$ cat src/rtl/mesi_isc_snoop_sched.sv
// rtl/mesi_isc_snoop_sched.sv - MESI coherence snoop scheduler for four CPUs
//
// Purpose: picks one main-bus request at a time, round-robin. Plain WR/RD
// requests are only acknowledged. Broadcast requests go on to snoop the other
// three ports, then enable the requester.
//
// Ports:
//   clk, rst                 clock and synchronous active-low reset
//   mbus_cmd*_i, mbus_addr*_i  per-CPU main-bus command and address
//   cbus_ack*_i              per-CPU coherence acknowledge
//   mbus_ack*_o              one-cycle grant pulse to the chosen CPU
//   cbus_cmd*_o              per-CPU coherence command
//   cbus_addr_o, grant_id_o  address and id of the transaction in service
//   busy_o, err_o            not-idle flag and sticky timeout flag
module mesi_isc_snoop_sched #(
  parameter int ADDR_WIDTH     = 32,
  parameter int MBUS_CMD_WIDTH = 3,
  parameter int CBUS_CMD_WIDTH = 3,
  parameter int TIMEOUT        = 255
) (
  input  logic                      clk,
  input  logic                      rst,
  input  logic [MBUS_CMD_WIDTH-1:0] mbus_cmd3_i,
  input  logic [MBUS_CMD_WIDTH-1:0] mbus_cmd2_i,
  input  logic [MBUS_CMD_WIDTH-1:0] mbus_cmd1_i,
  input  logic [MBUS_CMD_WIDTH-1:0] mbus_cmd0_i,
  input  logic [ADDR_WIDTH-1:0]     mbus_addr3_i,
  input  logic [ADDR_WIDTH-1:0]     mbus_addr2_i,
  input  logic [ADDR_WIDTH-1:0]     mbus_addr1_i,
  input  logic [ADDR_WIDTH-1:0]     mbus_addr0_i,
  input  logic                      cbus_ack3_i,
  input  logic                      cbus_ack2_i,
  input  logic                      cbus_ack1_i,
  input  logic                      cbus_ack0_i,
  output logic                      mbus_ack3_o,
  output logic                      mbus_ack2_o,
  output logic                      mbus_ack1_o,
  output logic                      mbus_ack0_o,
  output logic [CBUS_CMD_WIDTH-1:0] cbus_cmd3_o,
  output logic [CBUS_CMD_WIDTH-1:0] cbus_cmd2_o,
  output logic [CBUS_CMD_WIDTH-1:0] cbus_cmd1_o,
  output logic [CBUS_CMD_WIDTH-1:0] cbus_cmd0_o,
  output logic [ADDR_WIDTH-1:0]     cbus_addr_o,
  output logic [1:0]                grant_id_o,
  output logic                      busy_o,
  output logic                      err_o
);

  localparam logic [MBUS_CMD_WIDTH-1:0] M_WR       = MBUS_CMD_WIDTH'(1);
  localparam logic [MBUS_CMD_WIDTH-1:0] M_RD       = MBUS_CMD_WIDTH'(2);
  localparam logic [MBUS_CMD_WIDTH-1:0] M_WR_BROAD = MBUS_CMD_WIDTH'(3);
  localparam logic [MBUS_CMD_WIDTH-1:0] M_RD_BROAD = MBUS_CMD_WIDTH'(4);

  localparam logic [CBUS_CMD_WIDTH-1:0] C_NOP      = CBUS_CMD_WIDTH'(0);
  localparam logic [CBUS_CMD_WIDTH-1:0] C_WR_SNOOP = CBUS_CMD_WIDTH'(1);
  localparam logic [CBUS_CMD_WIDTH-1:0] C_RD_SNOOP = CBUS_CMD_WIDTH'(2);
  localparam logic [CBUS_CMD_WIDTH-1:0] C_EN_WR    = CBUS_CMD_WIDTH'(3);
  localparam logic [CBUS_CMD_WIDTH-1:0] C_EN_RD    = CBUS_CMD_WIDTH'(4);

  // Leaving on the edge where the count would reach TIMEOUT gives exactly
  // TIMEOUT cycles in a wait phase.
  localparam logic [7:0] CNT_LAST = 8'(TIMEOUT - 1);

  typedef enum logic [1:0] {IDLE, ACK, SNOOP, ENABLE} state_t;

  state_t                    state;
  logic [1:0]                id;
  logic [1:0]                rr_ptr;
  logic [MBUS_CMD_WIDTH-1:0] cmd;
  logic [ADDR_WIDTH-1:0]     addr;
  logic [3:0]                ack_seen;
  logic [7:0]                cnt;
  logic                      err;

  logic [MBUS_CMD_WIDTH-1:0] req_cmd  [4];
  logic [ADDR_WIDTH-1:0]     req_addr [4];
  logic [3:0]                req_valid;
  logic [3:0]                cack;
  logic [3:0]                id_mask;
  logic                      win_found;
  logic [1:0]                win_id;
  logic [1:0]                idx;
  logic                      others_done;

  assign req_cmd[0]  = mbus_cmd0_i;
  assign req_cmd[1]  = mbus_cmd1_i;
  assign req_cmd[2]  = mbus_cmd2_i;
  assign req_cmd[3]  = mbus_cmd3_i;
  assign req_addr[0] = mbus_addr0_i;
  assign req_addr[1] = mbus_addr1_i;
  assign req_addr[2] = mbus_addr2_i;
  assign req_addr[3] = mbus_addr3_i;
  assign cack        = {cbus_ack3_i, cbus_ack2_i, cbus_ack1_i, cbus_ack0_i};
  assign id_mask     = 4'b0001 << id;

  // The requester's bit is forced set so its own ack never matters here.
  assign others_done = &(ack_seen | cack | id_mask);

  always_comb begin
    for (int i = 0; i < 4; i++) begin
      req_valid[i] = (req_cmd[i] == M_WR) || (req_cmd[i] == M_RD) ||
                     (req_cmd[i] == M_WR_BROAD) || (req_cmd[i] == M_RD_BROAD);
    end
  end

  // Scan offsets high to low so the valid port closest to rr_ptr wins last.
  always_comb begin
    win_found = 1'b0;
    win_id    = rr_ptr;
    idx       = rr_ptr;
    for (int k = 3; k >= 0; k--) begin
      idx = rr_ptr + 2'(k);
      if (req_valid[idx]) begin
        win_found = 1'b1;
        win_id    = idx;
      end
    end
  end

  always_ff @(posedge clk) begin
    if (!rst) begin
      state    <= IDLE;
      id       <= 2'd0;
      rr_ptr   <= 2'd0;
      cmd      <= '0;
      addr     <= '0;
      ack_seen <= 4'd0;
      cnt      <= 8'd0;
      err      <= 1'b0;
    end else begin
      case (state)
        IDLE: begin
          if (win_found) begin
            id    <= win_id;
            cmd   <= req_cmd[win_id];
            addr  <= req_addr[win_id];
            state <= ACK;
          end
        end
        ACK: begin
          if (cmd == M_WR_BROAD || cmd == M_RD_BROAD) begin
            ack_seen <= 4'd0;
            cnt      <= 8'd0;
            state    <= SNOOP;
          end else begin
            rr_ptr <= id + 2'd1;
            state  <= IDLE;
          end
        end
        SNOOP: begin
          ack_seen <= ack_seen | (cack & ~id_mask);
          if (others_done) begin
            cnt   <= 8'd0;
            state <= ENABLE;
          end else if (cnt == CNT_LAST) begin
            err    <= 1'b1;
            rr_ptr <= id + 2'd1;
            state  <= IDLE;
          end else begin
            cnt <= cnt + 8'd1;
          end
        end
        ENABLE: begin
          if (cack[id]) begin
            rr_ptr <= id + 2'd1;
            state  <= IDLE;
          end else if (cnt == CNT_LAST) begin
            err    <= 1'b1;
            rr_ptr <= id + 2'd1;
            state  <= IDLE;
          end else begin
            cnt <= cnt + 8'd1;
          end
        end
        default: state <= IDLE;
      endcase
    end
  end

  // Output decode from registers only.
  logic [CBUS_CMD_WIDTH-1:0] ccmd [4];
  logic [3:0]                mack;

  always_comb begin
    mack = (state == ACK) ? id_mask : 4'd0;
    for (int i = 0; i < 4; i++) begin
      ccmd[i] = C_NOP;
      if (state == SNOOP && !id_mask[i] && !ack_seen[i]) begin
        ccmd[i] = (cmd == M_WR_BROAD) ? C_WR_SNOOP : C_RD_SNOOP;
      end else if (state == ENABLE && id_mask[i]) begin
        ccmd[i] = (cmd == M_WR_BROAD) ? C_EN_WR : C_EN_RD;
      end
    end
  end

  assign {mbus_ack3_o, mbus_ack2_o, mbus_ack1_o, mbus_ack0_o} = mack;
  assign cbus_cmd0_o = ccmd[0];
  assign cbus_cmd1_o = ccmd[1];
  assign cbus_cmd2_o = ccmd[2];
  assign cbus_cmd3_o = ccmd[3];
  assign cbus_addr_o = (state == IDLE) ? '0 : addr;
  assign grant_id_o  = (state == IDLE) ? 2'd0 : id;
  assign busy_o      = (state != IDLE);
  assign err_o       = err;

endmodule
$ cat config.mk
export PLATFORM = sky130hd
export DESIGN_NAME = mesi_isc_snoop_sched
export DESIGN_NICKNAME = d
export VERILOG_FILES = /design/src/rtl/mesi_isc_snoop_sched.sv
export SDC_FILE = /design/constraint.sdc
export NUM_CORES = 1
export LEC_CHECK = 0
export CORE_MARGIN = 1.5
export CORE_UTILIZATION = 41
export CTS_CLUSTER_SIZE = 30
export DETAILED_ROUTE_END_ITERATION = 6
export GPL_TIMING_DRIVEN = 0
export PLACE_DENSITY_LB_ADDON = 0.1
export SLEW_MARGIN = 40
export SYNTH_ARGS = -nofsm -noshare
export SYNTH_HDL_FRONTEND = slang
export SYNTH_SLANG_ARGS = --single-unit
$ cat constraint.sdc
create_clock -name clk -period 2.9 [get_ports clk]
set_clock_uncertainty 0.1 [all_clocks]
set_input_delay 0.58 -clock clk [delete_from_list [all_inputs] [get_ports clk]]
set_output_delay 0.58 -clock clk [all_outputs]
set_load 0.005 [all_outputs]
==> results of run 1 <==
-- where the power goes --
part           total (mW)  switching [mW]  internal, mW
clock network       0.441           0.247         0.194
logic                1.12           0.504         0.615
registers           0.907          0.0587         0.849
-- layout by cell type (no fill, tap or decap), drive strengths merged, types with 2 or more instances in the layout --
cell type        n
mux2i           72
nor3            14
a21oi           15
or2              2
dfxtp           54
nor2            33
inv             10
a21boi           5
buf             16
nand3            5
and2            39
nor4             4
o221ai          37
xor2             2
o22ai            2
o21ai           15
nor3b            4
nor2b           13
a31oi            5
ha               6
clkdlybuf4s50  196
o21a             4
nand2           45
clkbuf          19
-- Yosys cell counts (2+ instances only) --
cell type	count	area, um^2
o21a_1	4	30.0
buf_8	2	30.0
o221ai_2	30	450
dfxtp_1	54	1080
inv_1	9	33.8
nor2b_1	13	81.3
and2_1	39	244
nand2_1	45	169
a21boi_0	3	22.5
a21oi_1	15	75.1
clkbuf_1	12	45.0
mux2i_1	72	721
o21ai_0	15	75.1
nor3_1	14	70.1
nand3_1	4	20.0
buf_6	8	90.1
nor3b_1	4	30.0
ha_1	6	75.1
nor2_1	33	124
nor4_1	4	25.0
o221ai_1	7	61.3
buf_2	5	25.0
a21boi_1	2	15.0
a31oi_1	5	31.3
-- layer usage --
metal  routed length [um]  up-vias
li1                     -     1964
met4                  197        0
met5                    0        -
met1                 4760     1864
met3                  892       16
met2                 6400      141
-- cells by family after synthesis --
kind of cell / synth area share [%]
flip-flops: 27.9
multiplexers: 19.2
XOR/XNOR: 0.873
buffers and inverters: 6.17
adder cells (fa/ha/maj): 1.94
AO/OA/AOI/OAI: 22.4
AND/OR/NAND/NOR: 21.5
-- sequential cells by signal (all words and copies together), names as in the netlist --
signal and cells:
addr 32, cnt 8, ack_seen 4, cmd 3, id 2, rr_ptr 2, state 2, err_o 1
-- path summary, 6_finish.rpt --
kind                          from                     to  slack (ps)
max          state[1]$_SDFFE_PN0P_        cbus_addr_o[17]         150
min          addr[24]$_SDFFE_PN0P_  addr[24]$_SDFFE_PN0P_         370
max reg2reg     id[1]$_SDFFE_PN0P_    cnt[2]$_SDFFE_PN0P_         390
min reg2reg  addr[24]$_SDFFE_PN0P_  addr[24]$_SDFFE_PN0P_         370
-- stage by stage --
step	worst slack, ps	TNS, ps	util [%]	std cells	area, um^2
finish	152	0	66.3	744	6090
global route	0.946	0	66.3	744	6090
CTS	10.8	0	66.1	745	6080
detailed placement	-193	-4690	65.0	737	5980
global placement	-122	-2680	64.9	737	5970
floorplan	567	0	-	430	3870
-- layout make-up --
type                    instances  area, um^2
fillers                       797        3100
multi-input cells             337        2570
repair buffers                196        1960
flip-flops and latches         54        1080
plain buffers                  28         214
well taps                     111         139
clock buffers                   7        86.3
inverters                      10        37.5
clock inverters                 1        5.00
-- worst max-delay path, cell delays in order, from the launching register on --
cell and delay, ps:
dfxtp_1 500, nor2_2 140, inv_2 170, clkbuf_2 260, and2_1 170, clkdlybuf4s50_1 520
==> summary.md, run 1 <==
| Metric | Value |
|---|---|
| Crit Path Max Fanout | `10` |
| Reg clk slew, reported paths | `100 ps` |
| Root Driver | `clkbuf_8` |
| Chip Width | `100 um` |
| CP required | `2220 ps` |
| Post-CTS Hold Buffers | `0` |
| Antenna Violating Nets Remaining | `0` |
| 1st-iter DRT viols | `82` |
| Placer Congestion | `0.856` |
| Met1 Track Usage GR | `27.6%` |
| Final layout net count | `784` |
| Clock buffer count from CTS | `5` |
| Post-CTS Resized | `5` |
| Vias in the first global route | `4,076` |
| R2R depth | `8` |
| Leakage | `2.22 nW` |
| Max Cap Viol | `0` |
| Mapped Cells | `430` |
| Arrival time at the worst endpoint | `2070 ps` |
| Worst-Skew Late Latency | `300 ps` |
| Post-CTS setup buffers | `0` |
| GR peak layer | `met2` |
| Critical path class | `register to primary output` |
| Mean area per synthesized cell | `9.00 um^2` |
| N_diodes | `0` |
| Pwr Density | `405 mW/mm^2` |
| VDD IR max | `216 uV` |
| # DRC | `0` |
| Worst hold stages | `2` |
| H-tree level count | `2` |
| Synth Cell Area | `0.00387 mm^2` |
| Hold WC Path Type | `register to register` |
| Critical Path End Type | `primary output` |
| WL per Instance | `16.5 um` |
| Worst setup SP type | `register` |
| Slew at the pin with the worst max-slew slack | `815 ps` |
| Tot GR Track Use | `24.8%` |
| Hold Fails Final Rpt | `0` |
| Max-slew headroom | `45.1%` |
| Syn nets | `582` |
| Final hold slack | `371 ps` |
| CTS tree | `yes` |
| Via count | `3,985` |
| Yosys warnings | `0` |
| Die height | `100 um` |
| Fraction of registers with async set/reset | `0%` |
| Final setup vio count | `0` |
| Met3 GRT Util | `6.62%` |
| Met2 usage | `46.3%` |
| Final WL | `12,200 um` |
| Detail Placement HPWL | `9820 um` |
| Row Count | `35` |
| Area delta synth->final | `57.4%` |
| Seq cells post-synth | `54` |
| Outcome | `completed` |
| Total gr overflow | `0` |
| Initial Util | `42.1%` |
| Total power draw | `2.47 mW` |
| Pin count of the biggest net entering global routing | `16` |
| # IOs | `198` |
| Global-route wire length before repair | `19,700 um` |
| Synth cell types | `49` |
| CTS sink count | `54` |
| Share of cells above drive strength 1 | `11.7%` |
| Post-synth EDFFs | `0` |
| Seq/Total Area, Yosys | `27.9%` |
| Final min period | `2750 ps` |
| Max Clock Freq | `364 MHz` |
| Clk buf depth | `2` |
| DR vias/cell | `5.36` |
| Drt pass-1 iters | `5` |
| Initial antenna violation count | `0` |
| PortBufs | `196` |
| Max-slew violation count | `0` |
| Setup repair after global routing missed its margin | `false` |
| Core area | `0.00920 mm^2` |
| Die area | `0.0100 mm^2` |
| Final worst-path cycle share | `94.7%` |
| Top FF cell, synth | `dfxtp_1` |
Power figures use the tool's default switching activity.
==> inputs of run 2 (changes only) <==
Settings changed: ABC_CLOCK_PERIOD_IN_PS set to 2900.
==> results of run 2 <==
The final DEF is identical to that of run 1; final timing and power are the same.
